**src/rtl/fir_pkg.sv**
```systemverilog
// Shared FIR display-path types and constants: converter FSM states, blank digit code,
// and the default converter geometry also used by the 7-segment digit multiplexer.
package fir_pkg;

    typedef enum logic [1:0] {
        IDLE,
        SHIFT,
        FINISH
    } state_t;

    // Matches the 7-segment decoder's blank code
    localparam logic [3:0] BCD_BLANK = 4'hF;

    localparam int unsigned BCD_WIDTH  = 27;
    localparam int unsigned BCD_DIGITS = 9;

endpackage

```
**src/rtl/bcd_shift_converter_if.sv**
```systemverilog
// Handshake/result bundle between a binary source and bcd_shift_converter.
// master drives start/data; slave (the converter) drives status and result.
interface bcd_shift_converter_if
    import fir_pkg::*;
#(
    parameter int unsigned WIDTH  = BCD_WIDTH,
    parameter int unsigned DIGITS = BCD_DIGITS
);

    logic                  start;
    logic [WIDTH-1:0]      data;
    logic                  busy;
    logic                  done;
    logic [4*DIGITS-1:0]   bcd;
    logic                  ovf;
    logic                  neg;

    modport master (
        output start, data,
        input  busy, done, bcd, ovf, neg
    );

    modport slave (
        input  start, data,
        output busy, done, bcd, ovf, neg
    );

endinterface

```
**src/rtl/bcd_digit_adj.sv**
```systemverilog
// Double-dabble correction for one BCD digit: add 3 when the digit is 5 or more,
// so the following left shift carries correctly into the next decade.
module bcd_digit_adj (
    input  logic [3:0] i_digit,
    output logic [3:0] o_digit
);

    assign o_digit = (i_digit >= 4'd5) ? i_digit + 4'd3 : i_digit;

endmodule

```
**src/rtl/bcd_shift_converter.sv**
```systemverilog
// Sequential double-dabble binary-to-BCD converter, one shift per clock.
// Define BCD_SIGNED_EN to treat data as two's complement and report the sign on neg.
module bcd_shift_converter
    import fir_pkg::*;
#(
    parameter int unsigned WIDTH  = BCD_WIDTH,
    parameter int unsigned DIGITS = BCD_DIGITS
) (
    input  logic                  CLOCK_50,
    input  logic                  reset,
    bcd_shift_converter_if.slave  bus
);

    localparam int unsigned CNT_W = $clog2(WIDTH + 1);
    localparam int unsigned BCD_W = 4 * DIGITS;

    state_t             r_state;
    logic [CNT_W-1:0]   r_cnt;
    logic [WIDTH-1:0]   r_shift;
    logic [BCD_W-1:0]   r_work;
    logic               r_ovf_sticky;
    logic               r_neg_work;
    logic               r_busy;
    logic               r_done;
    logic [BCD_W-1:0]   r_bcd;
    logic               r_ovf;
    logic               r_neg;

    logic [WIDTH-1:0]   w_mag;
    logic               w_is_neg;
    logic [BCD_W-1:0]   w_adj;

`ifdef BCD_SIGNED_EN
    // -(-2^(WIDTH-1)) wraps to 2^(WIDTH-1), which is the correct unsigned magnitude
    assign w_is_neg = bus.data[WIDTH-1];
    assign w_mag    = w_is_neg ? -bus.data : bus.data;
`else
    assign w_is_neg = 1'b0;
    assign w_mag    = bus.data;
`endif

    for (genvar g = 0; g < DIGITS; g++) begin : g_adj
        bcd_digit_adj u_adj (
            .i_digit (r_work[4*g +: 4]),
            .o_digit (w_adj[4*g +: 4])
        );
    end

    always_ff @(posedge CLOCK_50) begin
        if (reset) begin
            r_state      <= IDLE;
            r_cnt        <= '0;
            r_shift      <= '0;
            r_work       <= '0;
            r_ovf_sticky <= 1'b0;
            r_neg_work   <= 1'b0;
            r_busy       <= 1'b0;
            r_done       <= 1'b0;
            r_bcd        <= '0;
            r_ovf        <= 1'b0;
            r_neg        <= 1'b0;
        end else begin
            r_done <= 1'b0;
            case (r_state)
                IDLE: begin
                    if (bus.start) begin
                        r_shift      <= w_mag;
                        r_work       <= '0;
                        r_ovf_sticky <= 1'b0;
                        r_neg_work   <= w_is_neg;
                        r_cnt        <= CNT_W'(WIDTH);
                        r_busy       <= 1'b1;
                        r_state      <= SHIFT;
                    end
                end
                SHIFT: begin
                    r_work  <= {w_adj[BCD_W-2:0], r_shift[WIDTH-1]};
                    r_shift <= r_shift << 1;
                    // A set top bit after correction is a carry into a digit we do not have
                    if (w_adj[BCD_W-1]) begin
                        r_ovf_sticky <= 1'b1;
                    end
                    r_cnt <= r_cnt - CNT_W'(1);
                    if (r_cnt == CNT_W'(1)) begin
                        r_state <= FINISH;
                    end
                end
                FINISH: begin
                    r_bcd   <= r_ovf_sticky ? {DIGITS{BCD_BLANK}} : r_work;
                    r_ovf   <= r_ovf_sticky;
                    r_neg   <= r_neg_work;
                    r_done  <= 1'b1;
                    r_busy  <= 1'b0;
                    r_state <= IDLE;
                end
                default: r_state <= IDLE;
            endcase
        end
    end

    assign bus.busy = r_busy;
    assign bus.done = r_done;
    assign bus.bcd  = r_bcd;
    assign bus.ovf  = r_ovf;
    assign bus.neg  = r_neg;

endmodule

```
**src/flat_wrapper.sv**
```systemverilog
// flat-port wrapper written by rule: the top's interface ports become plain ports
module bcd_shift_converter_flat import fir_pkg::*;
#(
    parameter int unsigned WIDTH  = BCD_WIDTH,
    parameter int unsigned DIGITS = BCD_DIGITS
)
  (CLOCK_50, reset, bus_start, bus_data, bus_busy, bus_done, bus_bcd, bus_ovf, bus_neg);
  bcd_shift_converter_if #(.WIDTH(WIDTH), .DIGITS(DIGITS)) bus_i ();
  input  logic CLOCK_50;
  input  logic reset;
  input wire logic [$bits(bus_i.start)-1:0] bus_start;
  input wire logic [$bits(bus_i.data)-1:0] bus_data;
  output wire logic [$bits(bus_i.busy)-1:0] bus_busy;
  output wire logic [$bits(bus_i.done)-1:0] bus_done;
  output wire logic [$bits(bus_i.bcd)-1:0] bus_bcd;
  output wire logic [$bits(bus_i.ovf)-1:0] bus_ovf;
  output wire logic [$bits(bus_i.neg)-1:0] bus_neg;
  assign bus_i.start = bus_start;
  assign bus_i.data = bus_data;
  assign bus_busy = bus_i.busy;
  assign bus_done = bus_i.done;
  assign bus_bcd = bus_i.bcd;
  assign bus_ovf = bus_i.ovf;
  assign bus_neg = bus_i.neg;
  bcd_shift_converter #(.WIDTH(WIDTH), .DIGITS(DIGITS)) u_core (.CLOCK_50(CLOCK_50), .reset(reset), .bus(bus_i));
endmodule
```
**config.mk**
```make
export PLATFORM = sky130hd
export DESIGN_NAME = bcd_shift_converter_flat
export DESIGN_NICKNAME = d
export VERILOG_FILES = /design/src/rtl/fir_pkg.sv /design/src/rtl/bcd_shift_converter_if.sv /design/src/rtl/bcd_digit_adj.sv /design/src/rtl/bcd_shift_converter.sv /design/src/flat_wrapper.sv
export SDC_FILE = /design/constraint.sdc
export NUM_CORES = 1
export LEC_CHECK = 0
export ABC_AREA = 1
export BUFFER_PORTS_ARGS = -buffer_cell sky130_fd_sc_hd__clkbuf_2
export CAP_MARGIN = 20
export CORE_MARGIN = 3
export CORE_UTILIZATION = 45
export CTS_CLUSTER_DIAMETER = 120
export DETAILED_ROUTE_END_ITERATION = 7
export GPL_ROUTABILITY_DRIVEN = 0
export HOLD_SLACK_MARGIN = 0.02
export PLACE_DENSITY = 0.67
export SETUP_SLACK_MARGIN = 0.05
export SYNTH_ARGS = -nofsm -noshare
export SYNTH_HDL_FRONTEND = slang
export SYNTH_SLANG_ARGS = --single-unit
```
**constraint.sdc**
```tcl
create_clock -name CLOCK_50 -period 1.6 [get_ports CLOCK_50]
set_input_delay 0.08 -clock CLOCK_50 [delete_from_list [all_inputs] [get_ports CLOCK_50]]
set_output_delay 0.08 -clock CLOCK_50 [all_outputs]
set_load 0.01 [all_outputs]
```
==> results of run 1 <==
[path summary, 6_finish.rpt]
kind	slack (ns)	startpoint	cells after the start	endpoint
setup / recovery	0.21	u_core.r_work[12]	9	u_core.r_work[16]
hold / removal	0.02	bus_data[21]	5	u_core.r_shift[21]
setup reg to reg	0.21	u_core.r_work[12]	9	u_core.r_work[16]
hold reg to reg	0.47	u_core.r_shift[17]	2	u_core.r_shift[17]
[registers in the layout (all words and copies together), names as in the netlist]
name	count
u_core.bus.bcd	36
u_core.bus.busy	1
u_core.bus.done	1
u_core.bus.ovf	1
u_core.r_cnt	5
u_core.r_ovf_sticky	1
u_core.r_shift	27
u_core.r_state	2
u_core.r_work	36
[stage by stage]
stage               cells  instance area, sq um  utilization [%]  hold slack [ns]  worst slack, ns
detailed placement    852                  5400             51.4            0.349            0.159
CTS                   892                  5800             55.2           0.0203            0.142
global placement      852                  5400             51.4            0.318            0.216
floorplan             673                  4960                -            0.228            0.427
global route          892                  5810             55.3           0.0407           0.0502
finish                892                  5810             55.3           0.0242            0.207
[cell families (layout without fill, tap and decap cells)]
kind of cell,Yosys count,in the layout,synth area share (%)
buffers and inverters,90,173,8.22
and+or+nand+nor,281,281,23.8
other,1,1,0.0756
adders and majority gates,20,20,5.04
AOI/OAI and AO/OA,171,171,18.5
DFF,110,110,44.4
[area by class of cell]
class / count / area (sq um)
clock buffer: 11 / 131
sequential: 110 / 2200
multi-input combinational: 473 / 2360
timing repair buffer: 105 / 718
clock inverter: 4 / 25.0
inverter: 53 / 201
tap: 136 / 170
fill: 973 / 4700
[layer usage]
metal / vias to the layer above / track usage, % / share of wire (%)
li1: 2407 / - / -
met1: 2163 / 25.0 / 46
met2: 106 / 32.6 / 48
met3: 12 / 3.98 / 4.8
met4: 0 / 6.98 / 1.6
met5: - / 0 / 0
[power by group]
group          total, uW  internal [uW]  switching [uW]  leakage [uW]
combinational        616            239             377       0.00150
clock               1450            555             900     0.0000752
sequential          2900           2840            60.5      0.000893
[synthesized netlist by cell type, drive strengths merged]
master    n  share of area (%)
ha       20                5.0
nor4      1               0.13
o31ai     1               0.15
nand4    18                2.3
buf      23                3.2
a22oi    21                3.2
o21ai    53                5.3
dfxtp   110                 44
a21oi    93                9.4
nand3    49                4.9
o211ai    3               0.45
inv      53                4.0
or2       1               0.13
clkbuf   14                1.1
conb      1              0.076
nor3      4               0.40
nand2   157                 12
nor2     51                4.0
[critical path, delay by kind of cell (launching register included)]
family | cells | cell delay, ns
adders and majority gates | 1 | 0.22
buffers and inverters | 2 | 0.17
and+or+nand+nor | 6 | 0.55
DFF | 1 | 0.39
[timing repair]
action                     in CTS  in global routing
resized for setup               0                  4
hold endpoints to repair       25                  0
setup endpoints to repair       0                 17
hold buffers                   25                  0
==> flow_metrics.py, run 1 <==
metrics = {
    "route": {
        "first_pass_iters": 4,
        "routedWlPerCell_um": 13.3,
        "drt_iter0_drc": 255,
        "ant_nets": 0,
        "vias": 4688,
        "vias_per_cell": 5.26,
        "wl_um": 11800,
        "drc": 0,
    },
    "global_routing": {
        "grt-ovfl-total": 0,
        "grt_pass1_vias": 4422,
        "grt_max_degree": 65,
        "grt_pass1_wl_um": 20400,
        "antenna_found_initial": 0,
        "grt_use_total_pct": 19.5,
    },
    "yosys": {
        "avgSynthCellArea_sq_um": 7.37,
        "synth_nets": 723,
        "syn_area_sq_mm": 0.00496,
        "ys_ff_latch": 110,
        "ys_warn_count": 0,
        "synth.distinct_cells": 22,
        "syn-instance-count": 673,
        "yosysSeqAreaShare_pct": 44.4,
    },
    "placed_design": {
        "io_buffers": 68,
        "dpl.hpwl_um": 7660,
    },
    "clock_tree": {
        "clk_latency_ns": 0.37,
        "cts_setup_buffers": 0,
        "cts_sinks": 110,
        "cts_made_buffers": 9,
        "clkTransAtPathRegs_ns": 0.10,
        "root_buffer": "clkbuf_8",
        "htree_levels": 3,
        "cts_tree": "yes",
        "clk_path_buf_depth": 2,
    },
    "pwr": {
        "vdd_drop_max_mv": 0.524,
        "power_leakage_uw": 0.00247,
        "p_total_uw": 4970,
        "p_per_area_mw_per_mm2": 855,
    },
    "sta": {
        "finalClockSkew_ns": 0.0104,
        "rsz0062_at_grt": "yes",
        "finalSetupTns_ns": 0,
        "layout_min_cycle_time_ns": 1.39,
        "timing.final.crit_share_pct": 87.1,
        "final-hold-violation-count": 0,
        "max_freq_mhz": 718,
        "report.final.slew_viol_count": 0,
        "setup_violations": 0,
    },
    "worst_setup_path": {
        "cp-start-kind": "flop",
        "critical_path_arrival_ns": 1.71,
        "crit_chain": "inv_1 > ha_1 > inv_1 > nand2_1 > nand3_1 > nand2_1 > nor2_1 > nor2_1 > nor2_1",
        "slowest_stage": "dfxtp_1",
        "worstPathRequired_ns": 1.91,
        "path_class": "reg2reg",
        "cp_max_fo": 5,
        "cpPeakStageDelay_ns": 0.39,
        "end_kind": "flop",
        "crit_top_cell": "nor2_1",
    },
    "floorplan": {
        "io_pins": 70,
        "die_width_um": 111,
        "start_util_pct": 47.2,
        "row_count": 37,
        "core_sq_mm": 0.0105,
        "die_h_um": 111,
        "die-area_sq_mm": 0.0123,
    },
    "job": {
        "maxCapViolCount": 0,
    },
    "final_layout": {
        "syn2layout_area_growth_pct": 17.1,
        "final_common_cell": "nand2_1",
        "layout-drive-gt1-share_pct": 13.8,
        "final_cell_mix": "nand2_1, dfxtp_1, a21oi_1",
        "layout.nets": 802,
        "diodes": 0,
    },
    "min_path": {
        "hold_class": "in2reg",
    },
    "outcome": {
        "status": "finished, final reports clean",
    },
}
Note: power is estimated with default switching activity, not from simulation.
==> run 2, diff against run 1 <==
- PLACE_DENSITY: 0.67 -> 0.72
==> run 2 against run 1 <==
  * Cell area is 1.1% higher
  * Critical path depth is 1 lower
  * Critical path type unchanged
  * Die area stayed put
  * Largest cell class unchanged
  * Worst hold slack better by 0.0041 ns
  * Critical endpoint is now u_core.r_work[10]
==> flow_metrics.py, run 2 (synthesis gave the netlist of run 1 again) <==
metrics = {
    "route": {
        "routedWlPerCell_um": 13.3,
        "drc": 0,
        "first_pass_iters": 4,
        "vias": 4711,
        "wl_um": 11900,
        "ant_nets": 0,
        "vias_per_cell": 5.25,
        "drt_iter0_drc": 277,
    },
    "pwr": {
        "pwr-share-clk_pct": 31.2,
        "p_per_area_mw_per_mm2": 873,
        "p_total_uw": 5130,
        "switchingPower_uw": 1340,
        "switching_share_pct": 26.1,
        "vdd_drop_max_mv": 0.532,
        "power_leakage_uw": 0.00251,
        "combPwrFrac_pct": 12.2,
        "pwr-share-seq_pct": 56.6,
        "p_int_uw": 3790,
    },
    "min_path": {
        "whs_path_depth": 3,
        "hold_class": "in2reg",
        "min_from": "bus_data[26]",
        "min_to": "u_core.r_shift[26]",
    },
    "floorplan": {
        "die-area_sq_mm": 0.0123,
        "die_h_um": 111,
        "row_count": 37,
        "start_util_pct": 47.2,
        "core_sq_mm": 0.0105,
        "io_pins": 70,
        "die_width_um": 111,
    },
    "worst_setup_path": {
        "cp_max_fo": 5,
        "reg2reg_to": "u_core.r_work[10]",
        "r2r_slack_ns": 0.22,
        "r2r_cells": 8,
        "path_class": "reg2reg",
        "worstPathRequired_ns": 1.84,
        "end_kind": "flop",
        "critical_path_arrival_ns": 1.63,
        "r2r_start": "u_core.r_work[8]",
        "cp-start-kind": "flop",
    },
    "job": {
        "maxCapViolCount": 0,
    },
    "sta": {
        "timing.final.crit_share_pct": 86.3,
        "final-hold-violation-count": 0,
        "finalClockSkew_ns": 0.0137,
        "rsz0062_at_grt": "no",
        "layout_min_cycle_time_ns": 1.38,
        "finalSetupTns_ns": 0,
        "setup_violations": 0,
        "setup_ws_ns": 0.219,
        "report.final.slew_viol_count": 0,
        "max_freq_mhz": 724,
    },
    "final_layout": {
        "layout.nets": 806,
        "finalNonFillerCells": 897,
        "diodes": 0,
        "ff_latch_area_sq_mm": 0.00221,
        "nFillCells": 953,
        "syn2layout_area_growth_pct": 18.4,
        "final_common_cell": "nand2_1",
        "layout-drive-gt1-share_pct": 14.2,
        "multiInputGateArea_sq_mm": 0.00236,
        "final_cell_mix": "nand2_1, dfxtp_1, a21oi_1",
    },
    "global_routing": {
        "grt_pass1_wl_um": 21100,
        "grt_max_degree": 41,
        "grt_pass1_vias": 4707,
        "grt_use_total_pct": 19.9,
        "grt-ovfl-total": 0,
        "antenna_found_initial": 0,
    },
    "clock_tree": {
        "root_buffer": "clkbuf_8",
        "cts_tree": "yes",
        "clk_path_buf_depth": 2,
        "cts_made_buffers": 9,
        "clkTransAtPathRegs_ns": 0.09,
        "clk_latency_ns": 0.37,
        "cts_setup_buffers": 0,
        "htree_levels": 3,
        "cts_sinks": 110,
    },
    "placed_design": {
        "dpl.hpwl_um": 7790,
        "place_inst": 854,
        "place_ws_ns": 0.249,
        "io_buffers": 68,
    },
    "outcome": {
        "status": "finished, final reports clean",
    },
}
run 2: worst max-delay path: stages (launching register included):
cell     delay (ns)
dfxtp_1        0.40
inv_1          0.12
ha_1           0.23
inv_1          0.06
nand2_1        0.09
nand3_1        0.13
nand2_1        0.07
nand3_1        0.09
a21oi_1        0.07
run 2: final cells by class:
| cell class | count | area share [%] |
|---|---|---|
| Inverter | 53 | 3.39 |
| Tap cell | 136 | 2.90 |
| Clock inverter | 2 | 0.256 |
| Multi-Input combinational cell | 473 | 40.1 |
| Sequential cell | 110 | 37.6 |
| Clock buffer | 14 | 2.94 |
| Timing Repair Buffer | 109 | 12.8 |
run 2: worst max path at each step:
| stage | start | to | slack (ns) | depth (start not counted) |
|---|---|---|---|---|
| 2_1_floorplan | u_core.r_work[0] | u_core.r_work[4] | 0.43 | 9 |
| 3_3_place_gp | u_core.r_work[0] | u_core.r_work[4] | 0.30 | 9 |
| 3_5_place_dp | u_core.r_state[0] | u_core.r_shift[12] | 0.25 | 8 |
| 4_1_cts | u_core.r_work[4] | u_core.r_work[8] | 0.22 | 9 |
| 5_1_grt | u_core.r_work[28] | u_core.r_work[32] | 0.05 | 9 |
| 6_report | u_core.r_work[8] | u_core.r_work[10] | 0.22 | 8 |
run 2: stage by stage:
step / utilization [%] / hold slack, ns / cell area, sq um
floorplan: - / 0.228 / 4960
global placement: 51.5 / 0.335 / 5410
detailed placement: 51.5 / 0.330 / 5410
CTS: 55.9 / 0.0254 / 5870
global route: 55.9 / 0.0520 / 5870
finish: 55.9 / 0.0282 / 5870
run 2: per-layer routing:
| metal | vias up | wire (um) | track usage [%] |
|---|---|---|---|
| li1 | 2414 | - | - |
| met1 | 2174 | 5380 | 24.8 |
| met2 | 111 | 5780 | 34.0 |
| met3 | 12 | 616 | 4.59 |
| met4 | 0 | 129 | 6.73 |
| met5 | - | 0 | 0 |
run 2: what timing repair did:
action                                  CTS  global route
hold buffers                             27             0
endpoints found under the setup margin    0             3
hold endpoints to repair                 27             0
resized for setup                         0             3
run 2: power by group through the flow:
stage               clock, uW  combinational (uW)  sequential [uW]
finish                   1600                 627             2900
global route             1770                 702             2910
CTS                      1650                 625             2900
detailed placement          0                 574             2960
global placement            0                 558             2960
floorplan                   0                 397             2950
==> run 3, diff against run 2 <==
- CORE_UTILIZATION: 45 -> 36
- PLACE_DENSITY: 0.72 -> 0.61
==> run 3 against run 2 <==
  * Via count shrank 1.8%
  * Non-clock buffer count down 10
  * Critical endpoint is now u_core.r_work[32]
  * Highest routed layer unchanged
  * Sequential share of layout area is 0.53 points lower
  * Sequential power is essentially flat
  * Final cell count up 3.3%
==> flow_metrics.py, run 3 (synthesis gave the netlist of run 1 again) <==
metrics = {
    "final_layout": {
        "layout-drive-gt1-share_pct": 14.4,
        "syn2layout_area_growth_pct": 20.0,
        "final_common_cell": "nand2_1",
        "final_cell_mix": "nand2_1, dfxtp_1, a21oi_1",
        "diodes": 0,
        "layout.nets": 796,
        "finalNonFillerCells": 927,
    },
    "route": {
        "vias": 4625,
        "ant_nets": 0,
        "routedWlPerCell_um": 12.6,
        "drc": 0,
        "first_pass_iters": 5,
        "vias_per_cell": 4.99,
        "drt_iter0_drc": 312,
        "wl_um": 11700,
    },
    "pwr": {
        "p_per_area_mw_per_mm2": 998,
        "vdd_drop_max_mv": 0.567,
        "power_leakage_uw": 0.00254,
    },
    "global_routing": {
        "antenna_found_initial": 0,
        "grt-ovfl-total": 0,
        "grt_pass1_vias": 4304,
        "grt_pass1_wl_um": 19700,
        "grt_use_total_pct": 16.0,
        "grt_max_degree": 38,
    },
    "worst_setup_path": {
        "crit_top_cell": "nor2_1",
        "critical_path_arrival_ns": 1.67,
        "reg2reg_to": "u_core.r_work[32]",
        "cp_max_fo": 5,
        "slowest_stage": "dfxtp_1",
        "r2r_start": "u_core.r_work[28]",
        "r2r_slack_ns": 0.22,
        "cpPeakStageDelay_ns": 0.38,
        "worstPathRequired_ns": 1.89,
        "cp-start-kind": "flop",
        "path_class": "reg2reg",
        "end_kind": "flop",
        "crit_buf_inv": 2,
        "r2r_cells": 9,
        "crit_chain": "inv_1 > ha_1 > inv_1 > nand2_1 > nand3_2 > nand2_1 > nor2_1 > nor2_1 > nor2_1",
        "path_delay_family": "simple AND/OR/NAND/NOR gates",
    },
    "job": {
        "maxCapViolCount": 0,
    },
    "sta": {
        "final-hold-violation-count": 0,
        "setup_violations": 0,
        "timing.final.crit_share_pct": 86.1,
        "max_freq_mhz": 726,
        "rsz0062_at_grt": "no",
        "report.final.slew_viol_count": 0,
        "layout_min_cycle_time_ns": 1.38,
        "finalClockSkew_ns": 0.00693,
        "setup_ws_ns": 0.223,
        "finalSetupTns_ns": 0,
    },
    "clock_tree": {
        "cts_tree": "yes",
        "clkTransAtPathRegs_ns": 0.07,
        "root_buffer": "clkbuf_16",
        "clk_path_buf_depth": 2,
        "cts_made_buffers": 9,
        "clk_latency_ns": 0.35,
        "htree_levels": 3,
        "cts_sinks": 110,
        "cts_setup_buffers": 0,
    },
    "placed_design": {
        "dpl.hpwl_um": 7820,
        "place_ws_ns": 0.190,
        "place_inst": 894,
        "io_buffers": 68,
    },
    "min_path": {
        "hold_class": "in2reg",
        "whs_path_depth": 3,
        "min_to": "u_core.r_shift[8]",
        "min_from": "bus_data[8]",
    },
    "floorplan": {
        "die_width_um": 123,
        "die-area_sq_mm": 0.0152,
        "core_sq_mm": 0.0133,
        "start_util_pct": 37.2,
        "io_pins": 70,
        "die_h_um": 123,
        "row_count": 42,
    },
    "outcome": {
        "status": "finished, final reports clean",
    },
}
-- run 3: cell types whose count changed in the layout (fill, tap and decap cells not counted), sizes merged --
cell / change
clkinv: +1
dlygate4sd3: -10
bufinv: +2
clkbuf: -2
inv: +1
clkinvlp: -2
-- run 3: final cells by class --
class | count | area (sq um)
Clock inverter | 4 | 77.6
Clock buffer | 12 | 256
Timing Repair Buffer | 99 | 632
Inverter | 53 | 199
Multi-Input combinational cell | 473 | 2360
Tap cell | 176 | 220
Fill cell | 1347 | 7400
Sequential cell | 110 | 2200
-- run 3: routing by layer --
layer / vias to the layer above / wire length [um] / global-route usage, %
met5: - / 0 / 0
met4: 0 / 117 / 6.09
met1: 2094 / 5460 / 20.3
met3: 7 / 715 / 4.44
met2: 128 / 5430 / 25.9
li1: 2396 / - / -
-- run 3: stage by stage --
stage | area [sq um] | power, uW | hold slack (ns) | util (%)
3_5_place_dp | 5440 | 3520 | 0.333 | 40.7
6_report | 5950 | 5940 | 0.0352 | 44.6
3_3_place_gp | 5440 | 3510 | 0.317 | 40.7
5_1_grt | 5950 | 6210 | 0.0350 | 44.6
4_1_cts | 5940 | 6030 | 0.0214 | 44.5
2_1_floorplan | 4960 | 3350 | 0.228 | -
-- run 3: power breakdown --
| group | switching (uW) | leakage [uW] | total (uW) | internal, uW |
|---|---|---|---|---|
| Sequential | 62.6 | 0.000893 | 2900 | 2840 |
| Clock | 977 | 0.000163 | 2440 | 1470 |
| Combinational | 375 | 0.00148 | 595 | 220 |
| Total | 1410 | 0.00254 | 5940 | 4520 |
-- run 3: timing repair --
action	4_1_cts	5_1_grt
setup endpoints to repair	0	17
hold endpoints to repair	17	0
gates resized for setup	0	3
hold buffers	17	0
-- run 3: worst max-delay path by stage --
stage	start	endpoint	depth (start not counted)
final	u_core.r_work[28]	u_core.r_work[32]	9
after global routing	u_core.r_work[28]	u_core.r_work[32]	9
after CTS	u_core.r_state[0]	u_core.r_shift[5]	8
after detailed placement	u_core.r_state[0]	u_core.r_shift[5]	8
after global placement	u_core.r_state[0]	u_core.r_shift[12]	8
after floorplan	u_core.r_work[0]	u_core.r_work[4]	9
-- run 3: tightest hold or removal path, stage by stage --
cell and delay (ns):
clkbuf_2 0.09, a22oi_1 0.06, a21oi_1 0.11
